--- src/rtl/imm_pkg.sv ---
// Shared types for the immediate extender: mode encoding, field width, buffered entry.
// Entries carry a 64-bit extension so every legal DATA_W is a simple truncation.
package imm_pkg;

    localparam int IMM_FIELD_W = 24;
    localparam int IMM_EXT_W   = 64;

    typedef enum logic [1:0] {
        IMM_U8  = 2'b00,
        IMM_U12 = 2'b01,
        IMM_BR  = 2'b10,
        IMM_ROT = 2'b11
    } imm_src_t;

    typedef struct packed {
        logic [IMM_EXT_W-1:0] ext;
        logic                 err;
    } imm_entry_t;

endpackage

--- src/rtl/imm_extend_pipe_if.sv ---
// Decode-to-execute immediate handshake bundle.
// master drives the immediate field and consumer ready; slave is the extender.
interface imm_extend_pipe_if #(
    parameter int DATA_W   = 32,
    parameter int LANES    = 4,
    parameter int LANE_W   = 8,
    parameter int ERRCNT_W = 8
);
    import imm_pkg::*;

    logic                    flush;
    logic                    in_valid;
    logic                    in_ready;
    logic [IMM_FIELD_W-1:0]  instr;
    logic [1:0]              imm_src;
    logic                    out_valid;
    logic                    out_ready;
    logic [DATA_W-1:0]       ext_imm;
    logic [LANES*LANE_W-1:0] vec_imm;
    logic                    imm_err;
    logic [ERRCNT_W-1:0]     err_count;

    modport master (
        output flush, in_valid, instr, imm_src, out_ready,
        input  in_ready, out_valid, ext_imm, vec_imm, imm_err, err_count
    );

    modport slave (
        input  flush, in_valid, instr, imm_src, out_ready,
        output in_ready, out_valid, ext_imm, vec_imm, imm_err, err_count
    );

endinterface

--- src/rtl/imm_extend_core.sv ---
// Immediate mode decode/extension; mode 11 rotates only with IMMEXT_ROTATE_EN defined.
// Latency: combinational.
// Backpressure: none, stateless.
module imm_extend_core
    import imm_pkg::*;
(
    input  logic [IMM_FIELD_W-1:0] instr,
    input  imm_src_t               imm_src,
    output imm_entry_t             entry
);

`ifdef IMMEXT_ROTATE_EN
    logic [31:0] rot_src;
    logic [5:0]  rot_amt;
    logic [31:0] rot_val;

    // Shifting a 32-bit value by 32 yields zero, so a zero rotate needs no special case.
    assign rot_src = {24'b0, instr[7:0]};
    assign rot_amt = {1'b0, instr[11:8], 1'b0};
    assign rot_val = (rot_src >> rot_amt) | (rot_src << (6'd32 - rot_amt));
`endif

    always_comb begin
        entry = '0;
        case (imm_src)
            IMM_U8:  entry.ext = IMM_EXT_W'(instr[7:0]);
            IMM_U12: entry.ext = IMM_EXT_W'(instr[11:0]);
            IMM_BR:  entry.ext = IMM_EXT_W'($signed({instr, 2'b00}));
            IMM_ROT: begin
`ifdef IMMEXT_ROTATE_EN
                entry.ext = IMM_EXT_W'(rot_val);
`else
                entry.err = 1'b1;
`endif
            end
        endcase
    end

endmodule

--- src/rtl/imm_extend_pipe.sv ---
// Registered immediate extender with 2-entry skid buffer and saturating illegal-mode counter (IMMEXT_ROTATE_EN enables mode 11).
// Latency: 1 cycle from input transfer to output when the buffer is empty.
// Backpressure: registered in_ready drops while 2 entries are held; head holds stable while out_ready=0.
module imm_extend_pipe
    import imm_pkg::*;
#(
    parameter int DATA_W   = 32,
    parameter int LANES    = 4,
    parameter int LANE_W   = 8,
    parameter int ERRCNT_W = 8
) (
    input  logic             clk,
    input  logic             reset,
    imm_extend_pipe_if.slave bus
);

    imm_entry_t          new_entry;
    imm_entry_t          hd;
    imm_entry_t          sk;
    logic [1:0]          cnt;
    logic [1:0]          cnt_nx;
    logic                in_ready_q;
    logic [ERRCNT_W-1:0] err_cnt_q;
    logic                in_xfer;
    logic                out_xfer;
    logic                unused_ext;

    imm_extend_core u_core (
        .instr   (bus.instr),
        .imm_src (imm_src_t'(bus.imm_src)),
        .entry   (new_entry)
    );

    assign in_xfer  = bus.in_valid && in_ready_q;
    assign out_xfer = (cnt != 2'd0) && bus.out_ready;

    always_comb begin
        cnt_nx = cnt;
        case (cnt)
            2'd0: if (in_xfer) cnt_nx = 2'd1;
            2'd1: begin
                if (in_xfer && !out_xfer)      cnt_nx = 2'd2;
                else if (out_xfer && !in_xfer) cnt_nx = 2'd0;
            end
            2'd2: if (out_xfer) cnt_nx = 2'd1;
            default: cnt_nx = 2'd0;
        endcase
    end

    always_ff @(posedge clk) begin
        if (reset) begin
            cnt        <= 2'd0;
            in_ready_q <= 1'b1;
            hd         <= '0;
            sk         <= '0;
            err_cnt_q  <= '0;
        end else if (bus.flush) begin
            // Output registers keep their last value; only occupancy is dropped.
            cnt        <= 2'd0;
            in_ready_q <= 1'b1;
        end else begin
            cnt        <= cnt_nx;
            in_ready_q <= (cnt_nx != 2'd2);
            if (in_xfer && (cnt == 2'd0 || (cnt == 2'd1 && out_xfer)))
                hd <= new_entry;
            if (in_xfer && cnt == 2'd1 && !out_xfer)
                sk <= new_entry;
            if (out_xfer && cnt == 2'd2)
                hd <= sk;
            if (in_xfer && new_entry.err && err_cnt_q != '1)
                err_cnt_q <= err_cnt_q + ERRCNT_W'(1);
        end
    end

    // Entries are carried at full package width; bits above DATA_W are dropped here.
    assign unused_ext    = ^hd.ext;

    assign bus.in_ready  = in_ready_q;
    assign bus.out_valid = (cnt != 2'd0);
    assign bus.ext_imm   = hd.ext[DATA_W-1:0];
    assign bus.vec_imm   = {LANES{hd.ext[LANE_W-1:0]}};
    assign bus.imm_err   = hd.err;
    assign bus.err_count = err_cnt_q;

endmodule
--- src/flat_wrapper.sv ---
// flat-port wrapper written by rule: the top's interface ports become plain ports
module imm_extend_pipe_flat import imm_pkg::*;
#(
    parameter int DATA_W   = 32,
    parameter int LANES    = 4,
    parameter int LANE_W   = 8,
    parameter int ERRCNT_W = 8
)
  (clk, reset, bus_flush, bus_in_valid, bus_instr, bus_imm_src, bus_out_ready, bus_in_ready, bus_out_valid, bus_ext_imm, bus_vec_imm, bus_imm_err, bus_err_count);
  imm_extend_pipe_if #(.DATA_W(DATA_W), .LANES(LANES), .LANE_W(LANE_W), .ERRCNT_W(ERRCNT_W)) bus_i ();
  input  logic clk;
  input  logic reset;
  input wire logic [$bits(bus_i.flush)-1:0] bus_flush;
  input wire logic [$bits(bus_i.in_valid)-1:0] bus_in_valid;
  input wire logic [$bits(bus_i.instr)-1:0] bus_instr;
  input wire logic [$bits(bus_i.imm_src)-1:0] bus_imm_src;
  input wire logic [$bits(bus_i.out_ready)-1:0] bus_out_ready;
  output wire logic [$bits(bus_i.in_ready)-1:0] bus_in_ready;
  output wire logic [$bits(bus_i.out_valid)-1:0] bus_out_valid;
  output wire logic [$bits(bus_i.ext_imm)-1:0] bus_ext_imm;
  output wire logic [$bits(bus_i.vec_imm)-1:0] bus_vec_imm;
  output wire logic [$bits(bus_i.imm_err)-1:0] bus_imm_err;
  output wire logic [$bits(bus_i.err_count)-1:0] bus_err_count;
  assign bus_i.flush = bus_flush;
  assign bus_i.in_valid = bus_in_valid;
  assign bus_i.instr = bus_instr;
  assign bus_i.imm_src = bus_imm_src;
  assign bus_i.out_ready = bus_out_ready;
  assign bus_in_ready = bus_i.in_ready;
  assign bus_out_valid = bus_i.out_valid;
  assign bus_ext_imm = bus_i.ext_imm;
  assign bus_vec_imm = bus_i.vec_imm;
  assign bus_imm_err = bus_i.imm_err;
  assign bus_err_count = bus_i.err_count;
  imm_extend_pipe #(.DATA_W(DATA_W), .LANES(LANES), .LANE_W(LANE_W), .ERRCNT_W(ERRCNT_W)) u_core (.clk(clk), .reset(reset), .bus(bus_i));
endmodule
--- config.mk ---
export PLATFORM = sky130hd
export DESIGN_NAME = imm_extend_pipe_flat
export DESIGN_NICKNAME = d
export VERILOG_FILES = /design/src/rtl/imm_pkg.sv /design/src/rtl/imm_extend_pipe_if.sv /design/src/rtl/imm_extend_core.sv /design/src/rtl/imm_extend_pipe.sv /design/src/flat_wrapper.sv
export SDC_FILE = /design/constraint.sdc
export NUM_CORES = 1
export LEC_CHECK = 0
export ABC_AREA = 1
export ABC_CLOCK_PERIOD_IN_PS = 1580
export CELL_PAD_IN_SITES_DETAIL_PLACEMENT = 2
export CELL_PAD_IN_SITES_GLOBAL_PLACEMENT = 2
export CORE_MARGIN = 2
export CORE_UTILIZATION = 25
export DETAILED_ROUTE_END_ITERATION = 8
export GPL_TIMING_DRIVEN = 0
export PLACE_DENSITY_LB_ADDON = 0.08
export SLEW_MARGIN = 20
export SYNTH_ARGS = -nofsm -noshare
export SYNTH_HDL_FRONTEND = slang
export SYNTH_SLANG_ARGS = --single-unit
--- constraint.sdc ---
create_clock -name clk -period 1.58 [get_ports clk]
set_clock_uncertainty 0.1 [all_clocks]
set_input_delay 0.158 -clock clk [delete_from_list [all_inputs] [get_ports clk]]
set_output_delay 0.158 -clock clk [all_outputs]
set_load 0.05 [all_outputs]
==> results.md, run 1 <==
- Status: complete, no violations
- Die height: 125 um
- Cts hold-fix bufs: 0
- Total die area: 15,500 um2
- Setup-failing EPs final: 0
- Yosys cell types: 24
- Fmax: 0.653 GHz
- Max clock buf depth: 2
- Drt pass-1 iters: 4
- Slew Limit Fails: 0
- Core Region: ~14,000 um2
- Top delay family on crit path: buffers and inverters
- Min Hold Slack: 0.222 ns
- Placer Congestion: 0.737
- Finished Cell Area: approximately 5200 um2
- CP peak stage delay: 0.54 ns
- Critical path arrival: 1.27 ns
- RSZ-0062 raised after global routing: false
- GR peak layer: met2
- Final period util: 96.9%
- PD cells: a little over 900 nW/um2
- Pin count of the biggest net entering global routing: 11
- Place WS: -0.394 ns
- Input/output buffers: 105
- CTS buffer count: 9
- Met1 GRT Util: between 20 and 25%
- Seq cells post-synth: 65
- H-tree Lvls: 3
- Buf+Inv Stages, Crit Path: 1
- CP Capture Type: primary output
- CP Cell Sequence: dlygate4sd2_1
- CP Max Fanout: 7
- Mapped cell area: 3640 um2
- DR vias: between 3k and 4k
- CP max-delay cell: dlygate4sd2_1
- Maximum vdd drop: between 0.0007 and 0.0008 V
- N_diodes: 0
- # fillers: between 1.5k and 2k
- Total GRT Usage: 17.2%
- Std cell rows: 44
- Min-delay worst type: in -> reg
- Vias in the first global route: approximately 4.2k
- Met2 global-route usage: 30.9%
- Root buffer cell: clkbuf_16
- Skew-Pair Late Insertion Delay: ~0.34 ns
- Commonest non-fill, non-tap cell in the layout: nand2_1
- First-pass GRT wire length: around 21,000 um
- Setup ws final: 0.0491 ns
- Syn_area_per_cell: 6.45 um2
- Mapped Cells: 564
- Final-stage net count: 715
- Leakage power: 0.00254 uW
- GR Util met3: 4.17%
- Grt total ovfl: 0
- CTS tree: built
- Yosys warning count: 0
- Remaining DRCs: 0
- Max-Cap Viols: 0
- Worst Setup Start Kind: flip-flop
- Initial core utilization: 25.3%
- Max-slew headroom: 59.6%
- Worst-Margin Slew: 0.606 ns
- 1st-iter DRT viols: 118
- Routed wire length: around 13,000 um
- Register area share after synthesis: 35.8%
- WL per Instance: roughly 15 um
- DP HPWL: 9640 um
- Synthesis-to-finish area growth: 43.5%
- Worst-path clk slew: ~0.050 ns
- Initial antenna violation count: 0
- IO Count: 106
- Net Count, Synth: 596
- Setup CP Type: reg -> out
- Most frequent cells in the layout: nand2_1 (174), nor2_1 (82), inv_1 (67), dfxtp_1 (57), buf_4 (44)
- Sink Count: 65
- Critical Path RT: around 1.3 ns
- Final min period: between 1.5 and 2 ns
- Die Width: about 120 um
- Vias/cell: 4.36
- Hold Fails Final Rpt: 0
- DP Area: slightly below 5000 um2
- Layout cell share with drive strength beyond 1: 24.4%
- Post-DRT Antenna Nets: 0
==> registers in the layout, indices dropped and copies added, names as in the netlist <==
register / flops
u_core.bus.err_count: 8
u_core.sk: 27
u_core.bus.ext_imm: 26
u_core.bus.in_ready: 1
u_core.cnt: 2
u_core.bus.imm_err: 1
==> cell usage after synthesis <==
library cell  count  area share (%)
a21oi_1          33             4.5
xnor2_1           1            0.24
buf_12            1            0.55
nand2_2           7             1.2
nand2_1         178              18
nor2_2            1            0.17
nor3_4            1            0.45
nor2_1           87             9.0
inv_2             5            0.52
nand4_1           1            0.17
a31oi_1           1            0.17
inv_1            68             7.0
o21ai_0          15             2.1
dfxtp_1          65              36
nor2_4            1            0.31
nand2_4           2            0.62
clkbuf_1          5            0.52
nand3_1          23             3.2
ha_1              1            0.34
buf_4            42             8.7
buf_2             6            0.83
buf_6             7             2.2
xor2_1            2            0.48
o21ai_2          11             2.6
==> per-layer routing <==
metal	vias up	routed length, um
li1	1899	-
met1	1842	5570
met2	54	6620
met3	9	391
met4	0	121
met5	-	0
==> final cells by class <==
cell class / count / area, um2 / share of cell area, %
flip-flops and latches: 65 / 1320 / 25.3
clock inverters: 2 / 10.0 / 0.192
multi-input cells: 365 / 1630 / 31.3
clock buffers: 14 / 284 / 5.44
inverters: 73 / 274 / 5.25
well taps: 184 / 230 / 4.41
plain buffers: 61 / 477 / 9.13
repair buffers: 108 / 992 / 19.0
==> final timing paths <==
kind / start / endpoint / slack (ns) / cells past startpoint
max: u_core.bus.err_count[2]$_SDFFE_PP0P_ / bus_err_count[2] / 0.05 / 1
min: bus_out_ready / u_core.cnt[1]$_SDFF_PP0_ / 0.22 / 4
max reg2reg: u_core.cnt[1]$_SDFF_PP0_ / u_core.bus.imm_err$_SDFFE_PP0P_ / 0.13 / 8
min reg2reg: u_core.sk[6]$_SDFFE_PP0P_ / u_core.sk[6]$_SDFFE_PP0P_ / 0.37 / 2
==> power breakdown <==
part	internal, uW	switching (uW)
registers	1690	45.7
clock network	1230	744
logic	378	751
==> timing repair <==
action                                  in CTS  in global routing
buffers inserted                             0                  3
gates resized for setup                    173                 48
pin swaps                                    0                  1
gates cloned                                 0                  0
endpoints found under the setup margin      85                 78
==> through the flow <==
step / utilization [%] / TNS (ns) / std cells / total power (uW)
finish: 36.3 / 0 / 872 / 4840
global route: 36.3 / 0 / 872 / 5090
CTS: 36.5 / 0 / 869 / 4950
detailed placement: 34.3 / -19.55 / 853 / 2970
global placement: 34.3 / -16.84 / 853 / 2940
floorplan: - / 0 / 564 / 2550
==> logic make-up after synthesis <==
family,share of synthesized area (%)
AND/OR/NAND/NOR,33.4
XOR/XNOR,0.723
buffers and inverters,20.3
flip-flops,35.8
AO/OA/AOI/OAI,9.43
adder cells (fa/ha/maj),0.344
Power figures use the tool's default switching activity.
==> run 2: changes to the inputs <==
--- a/config.mk
+++ b/config.mk
@@ -6,9 +6,10 @@
 export NUM_CORES = 1
 export LEC_CHECK = 0
 export ABC_AREA = 1
-export ABC_CLOCK_PERIOD_IN_PS = 1580
+export ABC_CLOCK_PERIOD_IN_PS = 1700
 export CELL_PAD_IN_SITES_DETAIL_PLACEMENT = 2
 export CELL_PAD_IN_SITES_GLOBAL_PLACEMENT = 2
+export CORE_ASPECT_RATIO = 0.5
 export CORE_MARGIN = 2
 export CORE_UTILIZATION = 25
 export DETAILED_ROUTE_END_ITERATION = 8
==> constraint.sdc (replaced) <==
create_clock -name clk -period 1.7 [get_ports clk]
set_clock_uncertainty 0.1 [all_clocks]
set_input_delay 0.17 -clock clk [delete_from_list [all_inputs] [get_ports clk]]
set_output_delay 0.17 -clock clk [all_outputs]
set_load 0.05 [all_outputs]
==> run 2 against run 1 <==
Effect of this change: flip-flop and latch count unchanged; cell area is 2.0% lower; total power shrank 7.2%; hold slack better by 0.15 ns; sequential share of layout area is 0.28 points higher; combinational power shrank 9.7%; die area increased by 0.37%; first-iteration DRC count fell by 6.8%; final cell count up 1.3%; routed wire length fell by 0.13%; critical path depth is 1 higher; critical path type unchanged; critical endpoint is now bus_vec_imm[16]; largest power group unchanged.
==> results.md, run 2 (synthesis results as in run 1) <==
- WHS Path Cells: 2
- Largest reg by FF count: u_core.sk
- Pin count of the biggest net entering global routing: 12
- Commonest non-fill, non-tap cell in the layout: nand2_1
- IO Count: 106
- RSZ-0062 raised after global routing: false
- Sequential cell area: between 1000 and 1500 um2
- Worst Setup Start Kind: flip-flop
- Final period util: 97.0%
- Place WS: -0.352 ns
- Std cell rows: 31
- Final-stage net count: 712
- WL per Instance: roughly 14 um
- Critical Path RT: about 1.4 ns
- CP Cell Sequence: buf_4, clkdlybuf4s15_1
- Grt total ovfl: 0
- Setup-failing EPs final: 0
- Final min period: 1.65 ns
- Die Width: about 170 um
- Slew Limit Fails: 0
- Die height: 89.3 um
- Vias in the first global route: 3,823
- Remaining DRCs: 0
- Worst-Margin Slew: 0.657 ns
- N_diodes: 0
- Buf+Inv Stages, Crit Path: 2
- Maximum vdd drop: between 0.0002 and 0.0003 V
- Setup CP Type: reg -> out
- Initial core utilization: 25.3%
- Max clock buf depth: 2
- Worst-path clk slew: around 0.060 ns
- Reg2reg setup slack: 0.15 ns
- Input/output buffers: between 100 and 150
- 1st-iter DRT viols: 110
- Placer Congestion: 0.744
- CP max-delay cell: clkdlybuf4s15_1
- CP Max Fanout: 6
- CP Capture Type: primary output
- Most frequent cells in the layout: nand2_1 (175), nor2_1 (84), inv_1 (67), dfxtp_1 (61), buf_4 (43)
- Fmax: 0.607 GHz
- H-tree Lvls: 3
- Routed wire length: 12,700 um
- Initial antenna violation count: 0
- Leakage power: about 0.0025 uW
- Hold Fails Final Rpt: 0
- Vias/cell: around 4.3
- Skew-Pair Late Insertion Delay: around 0.33 ns
- DP HPWL: 9420 um
- Max-slew headroom: 56.2%
- R2R depth: 8
- Root buffer cell: clkbuf_16
- First-pass GRT wire length: 20,300 um
- DR vias: 3,775
- Sink Count: 65
- CP peak stage delay: 0.49 ns
- Cts hold-fix bufs: 0
- Finished Cell Area: approximately 5100 um2
- DP Area: 4940 um2
- Max reg flops: 27
- Core Region: between 10,000 and 15,000 um2
- Layout cell share with drive strength beyond 1: 19.6%
- Total GRT Usage: 16.8%
- Min-delay worst type: reg -> reg
- PD cells: 879 nW/um2
- Post-DRT Antenna Nets: 0
- Synthesis-to-finish area growth: 40.6%
- Total die area: roughly 16,000 um2
- Crit path depth: 2
- Setup ws final: 0.0515 ns
- # fillers: 1,755
- Top delay family on crit path: buffers and inverters
- CTS tree: built
- Area of the multi-input gates: around 1600 um2
- Drt pass-1 iters: 4
- Max-Cap Viols: 0
- Critical path arrival: 1.38 ns
- Status: complete, no violations
- CTS buffer count: 9
## run 2: changes by cell type in the layout (fill, tap and decap cells not counted), sizes merged, moves of 3 or more
cell / before / now
buf: 72 / 57
clkbuf: 24 / 35
dlygate4sd2: 25 / 36
clkdlybuf4s15: 29 / 19
clkdlybuf4s18: 3 / 0
## run 2: final timing paths
path                                                          from                                  end
worst max register to register            u_core.cnt[1]$_SDFF_PP0_  u_core.bus.ext_imm[21]$_SDFFE_PP0P_
worst max-delay path            u_core.bus.ext_imm[0]$_SDFFE_PP0P_                      bus_vec_imm[16]
worst min register to register           u_core.sk[4]$_SDFFE_PP0P_            u_core.sk[4]$_SDFFE_PP0P_
worst min-delay path                     u_core.sk[4]$_SDFFE_PP0P_            u_core.sk[4]$_SDFFE_PP0P_
## run 2: cell type report
cell class	instances	area share [%]
sequential	65	25.6
clock inverter	5	1.10
buffer	61	9.06
inverter	73	5.36
clock buffer	11	4.55
tap	198	4.85
timing repair buffer	105	17.9
multi-input combinational	365	31.6
## run 2: layer usage
layer,GRT usage [%],part of all wire (%),routed length (um),up-vias
met5,0,0,0,-
met4,3.86,0.41,52,0
met3,3.83,4.0,506,9
met2,29.1,47,6010,71
met1,21.6,48,6120,1801
li1,-,-,-,1894
## run 2: tightest hold or removal path: cells and delay by family (launching register included)
family | cells | cell delay (ns)
flip-flops | 1 | 0.30
AND/OR/NAND/NOR | 1 | 0.06
AO/OA/AOI/OAI | 1 | 0.06
## run 2: where the power goes
part	total, uW	internal (uW)	switching (uW)
sequential	1620	1580	41.0
clock	1850	1130	720
combinational	1020	332	690
## run 2: repair_timing
action                                  in CTS  in global routing
endpoints found under the setup margin      80                 71
resized for setup                          110                 37
buffers inserted                             0                  0
## run 2: metrics by stage
step	hold WS [ns]	utilization, %	instances	TNS, ns	total power (uW)
floorplan	0.139	-	564	0	2370
global placement	0.351	34.4	867	-13.76	2740
detailed placement	0.358	34.4	867	-15.06	2760
CTS	0.366	36.1	883	0	4590
global route	0.386	35.6	883	0	4720
finish	0.368	35.6	883	0	4490
==> run 3: changes to the inputs <==
--- a/config.mk
+++ b/config.mk
@@ -14,8 +14,9 @@
 export CORE_UTILIZATION = 25
 export DETAILED_ROUTE_END_ITERATION = 8
 export GPL_TIMING_DRIVEN = 0
-export PLACE_DENSITY_LB_ADDON = 0.08
+export PLACE_DENSITY = 0.79
 export SLEW_MARGIN = 20
 export SYNTH_ARGS = -nofsm -noshare
 export SYNTH_HDL_FRONTEND = slang
 export SYNTH_SLANG_ARGS = --single-unit
+export TNS_END_PERCENT = 100
==> run 3 against run 2 <==
Effect of this change: first-iteration DRC count grew 31%; total power shrank 2.3%; global-route usage grew 0.79 points; critical path depth shrank 1; largest cell class unchanged; register-to-register slack is essentially flat; critical endpoint is now bus_ext_imm[25]; sequential share of layout area grew 0.40 points; routed wire length grew 2.6%; combinational power is essentially flat.
==> results.md, run 3 (synthesis results as in run 1) <==
- Post-DRT Antenna Nets: 0
- Critical Path RT: 1.43 ns
- 1st-iter DRT viols: about 140
- Routed wire length: 13,000 um
- Drt pass-1 iters: 4
- Hold Fails Final Rpt: 0
- Initial antenna violation count: 0
- Total die area: around 16,000 um2
- Pin count of the biggest net entering global routing: 12
- Cts hold-fix bufs: 0
- N_diodes: 0
- Worst-Margin Slew: 0.625 ns
- RSZ-0062 raised after global routing: false
- Largest reg by FF count: u_core.sk
- Die height: 89.3 um
- Sequential cell area: about 1300 um2
- Initial core utilization: between 20 and 30%
- Maximum vdd drop: roughly 0.00046 V
- CTS tree: built
- PD cells: 872 nW/um2
- Hold Startpoint: u_core.sk[11]$_SDFFE_PP0P_
- CP Capture Type: primary output
- Critical path arrival: 1.35 ns
- Core Region: 14,400 um2
- Setup CP Type: reg -> out
- Std cell rows: 31
- DR vias: 3,820
- Layout cell share with drive strength beyond 1: 21.6%
- Setup Fix Bufs, Post-CTS: 0
- Leakage power: 0.00251 uW
- Setup-failing EPs final: 0
- WL per Instance: 14.7 um
- Min-delay worst type: reg -> reg
- Max reg flops: 27
- Total GRT Usage: ~18%
- DP HPWL: 9810 um
- Fmax: 0.618 GHz
- CTS buffer count: 9
- Fin Setup TNS: 0 ns
- CP Max Fanout: 8
- Grt total ovfl: 0
- CP peak stage delay: 0.54 ns
- Commonest non-fill, non-tap cell in the layout: nand2_1
- Worst Setup Start Kind: flip-flop
- Worst R2R Start: u_core.bus.err_count[1]$_SDFFE_PP0P_
- Most frequent cells in the layout: nand2_1 (175), nor2_1 (86), inv_1 (67), dfxtp_1 (61), buf_4 (44)
- First-pass GRT wire length: 21,200 um
- Buf+Inv Stages, Crit Path: 1
- Max-Cap Viols: 0
- H-tree Lvls: 3
- Area of the multi-input gates: approximately 1600 um2
- Sink Count: 65
- Placer Congestion: 0.770
- Final min period: 1.62 ns
- Final-stage net count: 712
- Setup ws final: 0.0830 ns
- Setup crit start: u_core.bus.ext_imm[30]$_SDFFE_PP0P_
- Slew Limit Fails: 0
- Remaining DRCs: 0
- Root buffer cell: clkbuf_16
- Skew-Pair Late Insertion Delay: 0.34 ns
- Top delay family on crit path: buffers and inverters
- CP Cell Sequence: clkdlybuf4s15_1
- Input/output buffers: 105
- Max clock buf depth: 2
- IO Count: 106
- Synthesis-to-finish area growth: 38.4%
- Final period util: 95.1%
- Place WS: -0.307 ns
- # fillers: between 1.5k and 2k
- Vias in the first global route: 4,123
- Max-slew headroom: 58.3%
- Worst-path clk slew: 0.06 ns
- Status: complete, no violations
- Vias/cell: 4.33
- Final Util: about a third
- Die Width: 175 um
- CP max-delay cell: clkdlybuf4s15_1
## run 3: changes by cell type in the layout (fill, tap and decap cells not counted), sizes merged
| cell | change |
|---|---|
| clkdlybuf4s15 | -12 |
| dlygate4sd2 | -2 |
| bufinv | -1 |
| clkbuf | +14 |
| clkinv | +1 |
## run 3: area by class of cell
type                            instances  share of cell area, %
Multi-Input combinational cell        365                   32.1
Sequential cell                        65                   26.0
Timing Repair Buffer                  105                   16.9
Buffer                                 61                   9.25
Inverter                               73                   5.44
Tap cell                              198                   4.92
Clock buffer                           11                   4.82
Clock inverter                          5                  0.621
## run 3: through the flow
step                power (uW)  hold slack, ns  instance area (um2)  std cells
finish                    4390           0.365                 5030        883
floorplan                 2370           0.139                 3640        564
CTS                       4480           0.367                 5160        883
global placement          2730           0.351                 4940        867
global route              4610           0.392                 5030        883
detailed placement        2760           0.358                 4940        867
## run 3: final timing paths
path / endpoint / slack [ns] / cells past startpoint
worst max register to register: u_core.bus.err_count[4]$_SDFFE_PP0P_ / 0.15 / 8
worst min register to register: u_core.sk[11]$_SDFFE_PP0P_ / 0.37 / 2
worst min-delay path: u_core.sk[11]$_SDFFE_PP0P_ / 0.37 / 2
worst max-delay path: bus_ext_imm[25] / 0.08 / 1
## run 3: report_power, final
part	internal, uW	total, uW	switching (uW)
registers	1580	1620	41.7
logic	323	1020	701
clock network	1020	1750	725
## run 3: worst min-delay path, cell delays in order (launching register included)
cell and delay (ns):
dfxtp_1 0.31, nand2_1 0.06, a21oi_1 0.05
## run 3: per-layer routing
| metal | track usage (%) | share of wire (%) |
|---|---|---|
| met5 | 0 | 0 |
| met4 | 3.94 | 0.63 |
| met3 | 4.68 | 3.7 |
| met2 | 32.7 | 51 |
| met1 | 20.7 | 45 |
## run 3: what timing repair did
action,4_1_cts,5_1_grt
cloned,0,0
gates resized for setup,111,54
endpoints found under the setup margin,75,76
